===== src/rtl/alu_arbiter.sv =====
// alu_arbiter: round-robin sharing of one external combinational 4-bit ALU
// between two requesters. Each operation is accepted in IDLE. Its result is
// captured in EXEC and handed off on a tagged response channel in RESP.
module alu_arbiter #(
  parameter int CNT_W = 16
) (
  input  logic             clk,
  input  logic             rst,
  input  logic [1:0]       req_valid,
  output logic [1:0]       req_ready,
  input  logic [7:0]       req_in1,
  input  logic [7:0]       req_in2,
  input  logic [3:0]       req_opcode,
  output logic [3:0]       alu_in1,
  output logic [3:0]       alu_in2,
  output logic [1:0]       alu_opcode,
  input  logic [7:0]       alu_out,
  output logic             resp_valid,
  input  logic             resp_ready,
  output logic             resp_id,
  output logic [7:0]       resp_data,
  output logic             resp_err,
  output logic [CNT_W-1:0] op_count
);

  typedef enum logic [1:0] {
    IDLE = 2'b00,
    EXEC = 2'b01,
    RESP = 2'b10
  } state_t;

  state_t           state_q, state_d;
  logic             last_grant_q;
  logic             grant_s;
  logic             accept_s;
  logic             handoff_s;
  logic             div_zero_s;
  logic [3:0]       in1_q, in2_q;
  logic [1:0]       op_q;
  logic             id_q;
  logic             resp_id_q;
  logic [7:0]       resp_data_q;
  logic             resp_err_q;
  logic [CNT_W-1:0] op_count_q;

  // The only operation the ALU cannot answer meaningfully: divide by zero.
  function automatic logic is_div_zero(input logic [1:0] op, input logic [3:0] divisor);
    return (op == 2'b11) && (divisor == 4'd0);
  endfunction

  assign div_zero_s = is_div_zero(op_q, in2_q);

  // Round-robin pick: on contention the requester not served last wins.
  always_comb begin
    grant_s = 1'b0;
    if (req_valid == 2'b11) begin
      grant_s = ~last_grant_q;
    end else if (req_valid[0]) begin
      grant_s = 1'b0;
    end else begin
      grant_s = 1'b1;
    end
  end

  // Next-state logic plus the accept/handoff strobes and the ready bits.
  always_comb begin
    state_d   = state_q;
    req_ready = 2'b00;
    accept_s  = 1'b0;
    handoff_s = 1'b0;
    case (state_q)
      IDLE: begin
        if (|req_valid) begin
          req_ready = grant_s ? 2'b10 : 2'b01;
          accept_s  = 1'b1;
          state_d   = EXEC;
        end else begin
          state_d = IDLE;
        end
      end
      EXEC: begin
        state_d = RESP;
      end
      RESP: begin
        if (resp_ready) begin
          handoff_s = 1'b1;
          state_d   = IDLE;
        end else begin
          state_d = RESP;
        end
      end
      default: begin
        state_d = IDLE;
      end
    endcase
  end

  // State register.
  always_ff @(posedge clk) begin
    if (rst) begin
      state_q <= IDLE;
    end else begin
      state_q <= state_d;
    end
  end

  // Operand registers feeding the ALU; they change only when a request is accepted.
  always_ff @(posedge clk) begin
    if (rst) begin
      in1_q <= 4'd0;
      in2_q <= 4'd0;
      op_q  <= 2'b00;
      id_q  <= 1'b0;
    end else if (accept_s) begin
      in1_q <= grant_s ? req_in1[7:4]    : req_in1[3:0];
      in2_q <= grant_s ? req_in2[7:4]    : req_in2[3:0];
      op_q  <= grant_s ? req_opcode[3:2] : req_opcode[1:0];
      id_q  <= grant_s;
    end
  end

  // Capture the ALU result in EXEC; a divide by zero reports error with zero data.
  always_ff @(posedge clk) begin
    if (rst) begin
      resp_id_q   <= 1'b0;
      resp_data_q <= 8'h00;
      resp_err_q  <= 1'b0;
    end else if (state_q == EXEC) begin
      resp_id_q   <= id_q;
      resp_err_q  <= div_zero_s;
      resp_data_q <= div_zero_s ? 8'h00 : alu_out;
    end
  end

  // Completed-operation counter and round-robin history, both advanced on handoff.
  always_ff @(posedge clk) begin
    if (rst) begin
      op_count_q   <= {CNT_W{1'b0}};
      last_grant_q <= 1'b1;
    end else if (handoff_s) begin
      op_count_q   <= op_count_q + {{(CNT_W-1){1'b0}}, 1'b1};
      last_grant_q <= resp_id_q;
    end
  end

  assign alu_in1    = in1_q;
  assign alu_in2    = in2_q;
  assign alu_opcode = op_q;
  assign resp_valid = (state_q == RESP);
  assign resp_id    = resp_id_q;
  assign resp_data  = resp_data_q;
  assign resp_err   = resp_err_q;
  assign op_count   = op_count_q;

endmodule


===== config.mk =====
export PLATFORM = sky130hd
export DESIGN_NAME = alu_arbiter
export DESIGN_NICKNAME = d
export VERILOG_FILES = /design/src/rtl/alu_arbiter.sv
export SDC_FILE = /design/constraint.sdc
export NUM_CORES = 1
export LEC_CHECK = 0
export ABC_CLOCK_PERIOD_IN_PS = 2100
export CAP_MARGIN = 20
export CORE_MARGIN = 2
export CORE_UTILIZATION = 43
export CTS_BUF_LIST = sky130_fd_sc_hd__clkbuf_4 sky130_fd_sc_hd__clkbuf_8
export CTS_CLUSTER_SIZE = 40
export DETAILED_ROUTE_END_ITERATION = 8
export MAX_ROUTING_LAYER = met4
export PLACE_DENSITY_LB_ADDON = 0.08
export SLEW_MARGIN = 20
export SYNTH_ARGS = -nofsm -noshare
export SYNTH_HDL_FRONTEND = slang
export SYNTH_SLANG_ARGS = --single-unit

===== constraint.sdc =====
create_clock -name clk -period 2.1 [get_ports clk]
set_clock_uncertainty 0.05 [all_clocks]
set_input_delay 0.315 -clock clk [delete_from_list [all_inputs] [get_ports clk]]
set_output_delay 0.315 -clock clk [all_outputs]
set_load 0.05 [all_outputs]

# == Word level (Yosys, flattened, before mapping) ==
# Index checks and enable logic that the tools add are counted.
# totals
word_cells,36
register_bits,40
out_inout_bits,39
in_bits,33
# op_classes
add_sub_neg,1
bitwise_logic,1
n_reduce_logical,4
n_mux,16
eq_ne,4
# op_table
cell,n
adder 16 x 1 -> 16 bit (second input constant),1
2-to-1 mux 2 bit,5
2-to-1 mux 4 bit,2
2-to-1 mux 8 bit,1
2-to-1 mux 1 bit,7
== test 2 bit (second input constant),3
case mux 2 bit (3 select lines),1
logical NOT 4 bit,1
== test 2 x 1 -> 1 bit (second input constant),1
logical NOT 2 bit,1
OR reduction 2 bit,1
logical AND 1 bit,1
NOT 1 bit,1

# == Depth between registers and ports, before layout ==
# Gate-level depths: netlist of the first run.
# logic_depth
word_depth,5
ltp_mapped,5
mapped_depth_nobuf,5

# == Least setup slack after synthesis of the first run ==
# Ideal clock, no wire load.
# synth_path
kind,register to register
from,reg op_count_q[0] (netlist: op_count[0])
to,reg op_count_q[12] (netlist: op_count[12])
path_buffers,0
slack_ns,0.041
arrival_time_ns,1.938
setup_ns,0.070
required_time_ns,1.980
period_less_slack_ns,2.059
stages_incl_launch_ff,6
path_cell_list,dfxtp_1 > ha_1 > nand2_1 > or4_4 > or3_1 > a21oi_1
# synth_via
elab_chain_len,1
# synth_lines
item,line_no,text
start: declaration,44,logic [CNT_W-1:0] op_count_q;
start signal: assignment,138,op_count_q <= {CNT_W{1'b0}};
start signal: assignment,141,"op_count_q <= op_count_q + {{(CNT_W-1){1'b0}}, 1'b1};"
adder 16 x 1 -> 16 bit,141,
# No other way between the ends.
# A chain may end at the register's enable or synchronous reset.

# == Final worst setup path of the first run ==
# layout_path
from,reg op_count_q[2] (netlist: op_count[2])
to,out op_count[2]
# layout_lines
item,line_no,text
end: declaration,23,output logic [CNT_W-1:0] op_count
# No word-level cell between the ends.

==> impl_metrics.toml, run 1 <==
[hold_path]
hold_depth = 2
hp-class = "register to register"

[flow_run]
max_cap_violations = 0

[yosys]
syn_area_um2 = 1630
synth_warnings = 0
synthCells = 182
syn_avg_cell_area_um2 = 8.958
ys_seq_area_share_pct = 49.12
synth_seq_cells = 40
synth_nets = 216
synthDistinctLibCells = 31

[power]
peakVddDrop_mv = 0.4616
finalPower_mw = 1.831
power.density_nw_per_um2 = 708.0
p_leak_nw = 0.9788

[global_route]
antenna_found_initial = 0
grt_pass1_vias = 1507
grt_pass1_wl_mm = 6.734
grt_overflow = 0
grt_start_max_net_pins = 22
grt_use_total_pct = 21.14

[route]
detail_route.wirelength_mm = 4.066
first_pass_iters = 5
via_count = 1610
antenna_left = 0
viasPerCell = 5.160
drtIter0Drc = 135
drc = 0
routedWlPerCell_um = 13.03

[cts]
insertion_delay_ns = 0.29
clk_pin_slew_worst_paths_ns = 0.07
clkSinkCount = 40
cts_buffers = 5
postCtsSetupBuffers = 0
cts.repair.resized = 0
cts_tree = "yes"
root_buffer = "clkbuf_8"
ctsHoldBuffers = 0
htree_num_levels = 2
clock_path_buffers = 2

[critical_path]
worst-path-buf-inv = 1
cp_num_cells = 1
crit_type = "register to output pin"
worstPathCellList = "clkdlybuf4s50_1"
endpoint_kind = "output pin"
cp-start-kind = "register"
cp_slowest_stage_delay_ns = 0.85
cp.required_ns = 1.74
reg2reg_slack_ns = 0.29
path_max_fanout = 7
cp_data_arrival_time_ns = 1.61
crit_slowest_cell = "clkdlybuf4s50_1"
crit_family = "buffers and inverters"
ff2ff_path_depth = 4

[die]
io_pins = 72
rows = 22
die_area_um2 = 4300
die_h_um = 65.58
core_um2 = 3661
start_util_pct = 44.53
die_w_um = 65.58

[timing]
rsz0062_at_grt = "no"
worstMarginPinSlew_ns = 0.5232
finalHoldViolations = 0
tns_ns = 0
slew_violations = 0
relSlewSlack_pct = 65.12
timing.final.crit_period_ns = 1.976
clock.fmax_ghz = 0.5061
setup_viol = 0
fin_crit_sh_pct = 94.09

[placement]
dp_hpwl_mm = 2.942
port_buffers = 71
placedCellCount = 304
place.gp.congestion = 0.8169

[cells_and_area]
final_nets = 297
syn_to_final_growth_pct = 58.63
diodes = 0
instances_no_fill = 312
drive_gt1_share_pct = 10.98

[outcome]
outcome = "completed"
[Yosys cell counts, drive strengths merged]
master	number	share of area, %
a211oi	1	0.46
nand3	14	4.3
nand3b	1	1.2
dfxtp	40	49
xnor2	6	3.2
nor3	2	0.61
and4b	1	0.61
inv	3	0.69
mux2	2	1.4
ha	1	0.77
xor2	5	2.7
nor4	2	0.77
nor2b	3	1.2
and2b	1	0.46
mux2i	1	0.61
nand2	19	4.4
buf	2	0.46
nor4bb	1	0.61
clkbuf	7	1.6
nor2	28	6.4
nand4	2	1.2
o21ai	3	0.92
or4	3	1.8
a222oi	10	6.1
and3	5	1.9
or3	2	0.77
a21oi	13	4.0
a211o	1	0.54
nand2b	3	1.2
[power breakdown]
| part | switching, mW | leakage, nW | total (mW) | internal (mW) |
|---|---|---|---|---|
| combinational | 0.221 | 0.594 | 0.389 | 0.167 |
| sequential | 0.0259 | 0.326 | 0.820 | 0.794 |
| clock | 0.257 | 0.0586 | 0.622 | 0.365 |
[logic make-up (layout without fill, tap and decap cells)]
kind of cell	count (synthesis)	in the layout	share of synthesized area, %
AOI/OAI and AO/OA	28	28	12.05
xor gates and xnor gates	11	11	5.909
and+or+nand+nor	87	87	27.40
DFF	40	40	49.12
adders and majority gates	1	1	0.7673
muxes	3	3	1.995
buffers and inverters	12	94	2.763
[metal layers]
metal	vias to the layer above	wire length, um	GRT usage (%)
li1	806	-	-
met1	752	1783	25.88
met2	45	2056	33.80
met3	7	175	4.623
met4	0	51	8.854
met5	-	0	-
[worst reg2reg max path: stages, from the launching register on]
cell	delay [ns]
dfxtp_1	0.39
nand4_2	0.20
nor4_1	0.50
and3_1	0.23
mux2_2	0.32
[registers in the layout (all words and copies together), names as in the netlist]
register / count
op_count: 16
alu_in2: 4
resp_id: 1
alu_opcode: 2
last_grant_q: 1
resp_err: 1
id_q: 1
state_q: 2
alu_in1: 4
resp_data: 8
[area by class of cell]
class | instances | area (um^2)
Clock buffer | 6 | 76.32
Clock inverter | 2 | 35.03
Fill cell | 308 | 1075
Inverter | 3 | 11.26
Multi-Input combinational cell | 130 | 784.5
Sequential cell | 40 | 800.8
Tap cell | 48 | 60.06
Timing Repair Buffer | 83 | 818.3
[layout by cell type, fill, tap and decap left out, types with 2 or more instances in the layout]
cell	count
or3_1	2
nor2_1	28
xnor2_1	6
buf_4	13
nand2b_1	3
nand2_1	19
and3_1	5
buf_12	2
nor3_1	2
nor4_1	2
clkbuf_8	5
inv_1	3
clkdlybuf4s50_1	68
nand3_1	14
a222oi_1	10
xor2_1	5
mux2_2	2
a21oi_1	13
o21ai_0	3
or4_4	2
dfxtp_1	40
nor2b_1	3
[metrics by stage]
step           hold WS (ns)  setup WS [ns]  instance area, um^2  util, %
4_1_cts              0.4056         0.1222                 2586    70.64
3_3_place_gp         0.3899        0.03579                 2475    67.60
5_1_grt              0.4212        0.04610                 2586    70.64
3_5_place_dp         0.3951        0.02314                 2475    67.60
6_report             0.4056         0.1241                 2586    70.64
2_1_floorplan        0.3819        0.04136                 1630        -
[path summary, 6_finish.rpt]
path                          endpoint                startpoint
min               resp_id$_SDFFE_PP0N_         id_q$_SDFFE_PP0P_
max                        op_count[2]  op_count[2]$_SDFFE_PP0P_
max reg2reg  op_count[14]$_SDFFE_PP0P_  op_count[5]$_SDFFE_PP0P_
min reg2reg       resp_id$_SDFFE_PP0N_         id_q$_SDFFE_PP0P_
No activity file was read; power rests on OpenSTA's default activity.
==> run 2: changes to the inputs <==
--- a/config.mk
+++ b/config.mk
@@ -7,7 +7,6 @@
 export LEC_CHECK = 0
 export ABC_CLOCK_PERIOD_IN_PS = 2100
 export CAP_MARGIN = 20
-export CORE_MARGIN = 2
 export CORE_UTILIZATION = 43
 export CTS_BUF_LIST = sky130_fd_sc_hd__clkbuf_4 sky130_fd_sc_hd__clkbuf_8
 export CTS_CLUSTER_SIZE = 40
==> run 2 against run 1 <==
- wire length is 0.15% higher
- core utilization stayed put
- combinational power hardly changed
- worst hold slack better by 0.0042 ns
- via count is 0.87% higher
- sequential cell count stayed put
- sequential share of layout area stayed put
- register-to-register slack worse by 0.06 ns
- non-clock buffer count stayed put
- power hardly changed
- die area is 6.0% lower
- critical endpoint is now op_count[7]
==> impl_metrics.toml, run 2 (same netlist as run 1, synthesis figures left out) <==
[critical_path]
worst-path-buf-inv = 1
path_max_fanout = 6
crit_type = "register to output pin"
rr_startpoint = "op_count[5]$_SDFFE_PP0P_"
endpoint_kind = "output pin"
cp_slowest_stage_delay_ns = 0.85
worstPathCellList = "clkdlybuf4s50_1"
cp_data_arrival_time_ns = 1.60
cp.required_ns = 1.74
crit_slowest_cell = "clkdlybuf4s50_1"
crit_family = "buffers and inverters"
cp-start-kind = "register"
crit_start = "op_count[7]$_SDFFE_PP0P_"

[hold_path]
min_from = "resp_data[2]$_SDFFE_PP0N_"
hp-class = "register to register"

[cells_and_area]
syn_to_final_growth_pct = 58.63
final_common_cell = "clkdlybuf4s50_1"
largest_reg_flops = 16
final_nets = 297
most-common-layout-cells = "clkdlybuf4s50_1 (68), dfxtp_1 (40), nor2_1 (28), nand2_1 (19), nand3_1 (14)"
drive_gt1_share_pct = 10.98
utilization_pct = 70.64
nFillCells = 296
diodes = 0

[cts]
clock_path_buffers = 2
cts_buffers = 5
postCtsSetupBuffers = 0
root_buffer = "clkbuf_8"
htree_num_levels = 2
clk_pin_slew_worst_paths_ns = 0.08
cts.repair.resized = 0
clkSinkCount = 40
ctsHoldBuffers = 0
cts_tree = "yes"
insertion_delay_ns = 0.30

[flow_run]
max_cap_violations = 0

[power]
intPower_mw = 1.313
share_comb_of_total_power_pct = 21.1
seqPwrFrac_pct = 44.8
p_leak_nw = 0.9743
switching_power_mw = 0.5187
power.density_nw_per_um2 = 708.3
finalPower_mw = 1.832
peakVddDrop_mv = 0.6073
clkPwrFrac_pct = 34.1
swShare_pct = 28.32

[global_route]
grt_overflow = 0
antenna_found_initial = 0
grt_use_total_pct = 22.41
grt_pass1_wl_mm = 6.686
grt_start_max_net_pins = 22
grt_pass1_vias = 1498

[timing]
timing.final.crit_period_ns = 1.966
setup_viol = 0
finalHoldViolations = 0
worstMarginPinSlew_ns = 0.5125
clock.fmax_ghz = 0.5086
relSlewSlack_pct = 65.73
slew_violations = 0
fin_crit_sh_pct = 93.63
hold_slack_ns = 0.4098
rsz0062_at_grt = "no"
tns_ns = 0
layout_setup_ws_ns = 0.1338

[route]
drtIter0Drc = 158
via_count = 1624
viasPerCell = 5.205
routedWlPerCell_um = 13.05
drc = 0
antenna_left = 0
first_pass_iters = 5
detail_route.wirelength_mm = 4.072

[placement]
port_buffers = 71
dp_hpwl_mm = 2.939
dp_worst_setup_slack_ns = 0.02710
place.gp.congestion = 0.7747

[die]
die_w_um = 63.58
die_area_um2 = 4042
core_um2 = 3661
start_util_pct = 44.53
rows = 22
die_h_um = 63.58
io_pins = 72

[outcome]
outcome = "completed"
-- run 2: worst paths after layout --
path	endpoint	slack (ns)	cells after the start
worst max register to register	op_count[14]$_SDFFE_PP0P_	0.23	4
worst max-delay path	op_count[7]	0.13	1
worst min-delay path	resp_data[2]$_SDFFE_PP0N_	0.41	2
worst min register to register	resp_data[2]$_SDFFE_PP0N_	0.41	2
-- run 2: layout make-up --
class / count / area [um^2] / area share, %
repair buffers: 83 / 818.3 / 31.64
flip-flops and latches: 40 / 800.8 / 30.96
multi-input cells: 130 / 784.5 / 30.33
clock buffers: 5 / 68.82 / 2.661
well taps: 48 / 60.06 / 2.322
clock inverters: 3 / 42.54 / 1.645
inverters: 3 / 11.26 / 0.4354
-- run 2: power groups by stage --
stage | logic (mW) | registers (mW) | clock network, mW
after floorplan | 0.119 | 0.935 | 0
after global placement | 0.385 | 0.838 | 0
after detailed placement | 0.388 | 0.837 | 0
after CTS | 0.390 | 0.820 | 0.637
after global routing | 0.411 | 0.825 | 0.671
final | 0.387 | 0.820 | 0.624
-- run 2: through the flow --
step	area [um^2]	cells
after floorplan	1630	182
after detailed placement	2475	304
after CTS	2586	312
final	2586	312
after global routing	2586	312
after global placement	2475	304
-- run 2: layer usage --
metal  share of wire [%]  vias up  track usage, %
li1                    -      812               -
met1                  43      754           24.86
met2                  50       53           37.63
met3                 5.0        5           4.348
met4                 1.4        0           11.93
met5                   0        -               -
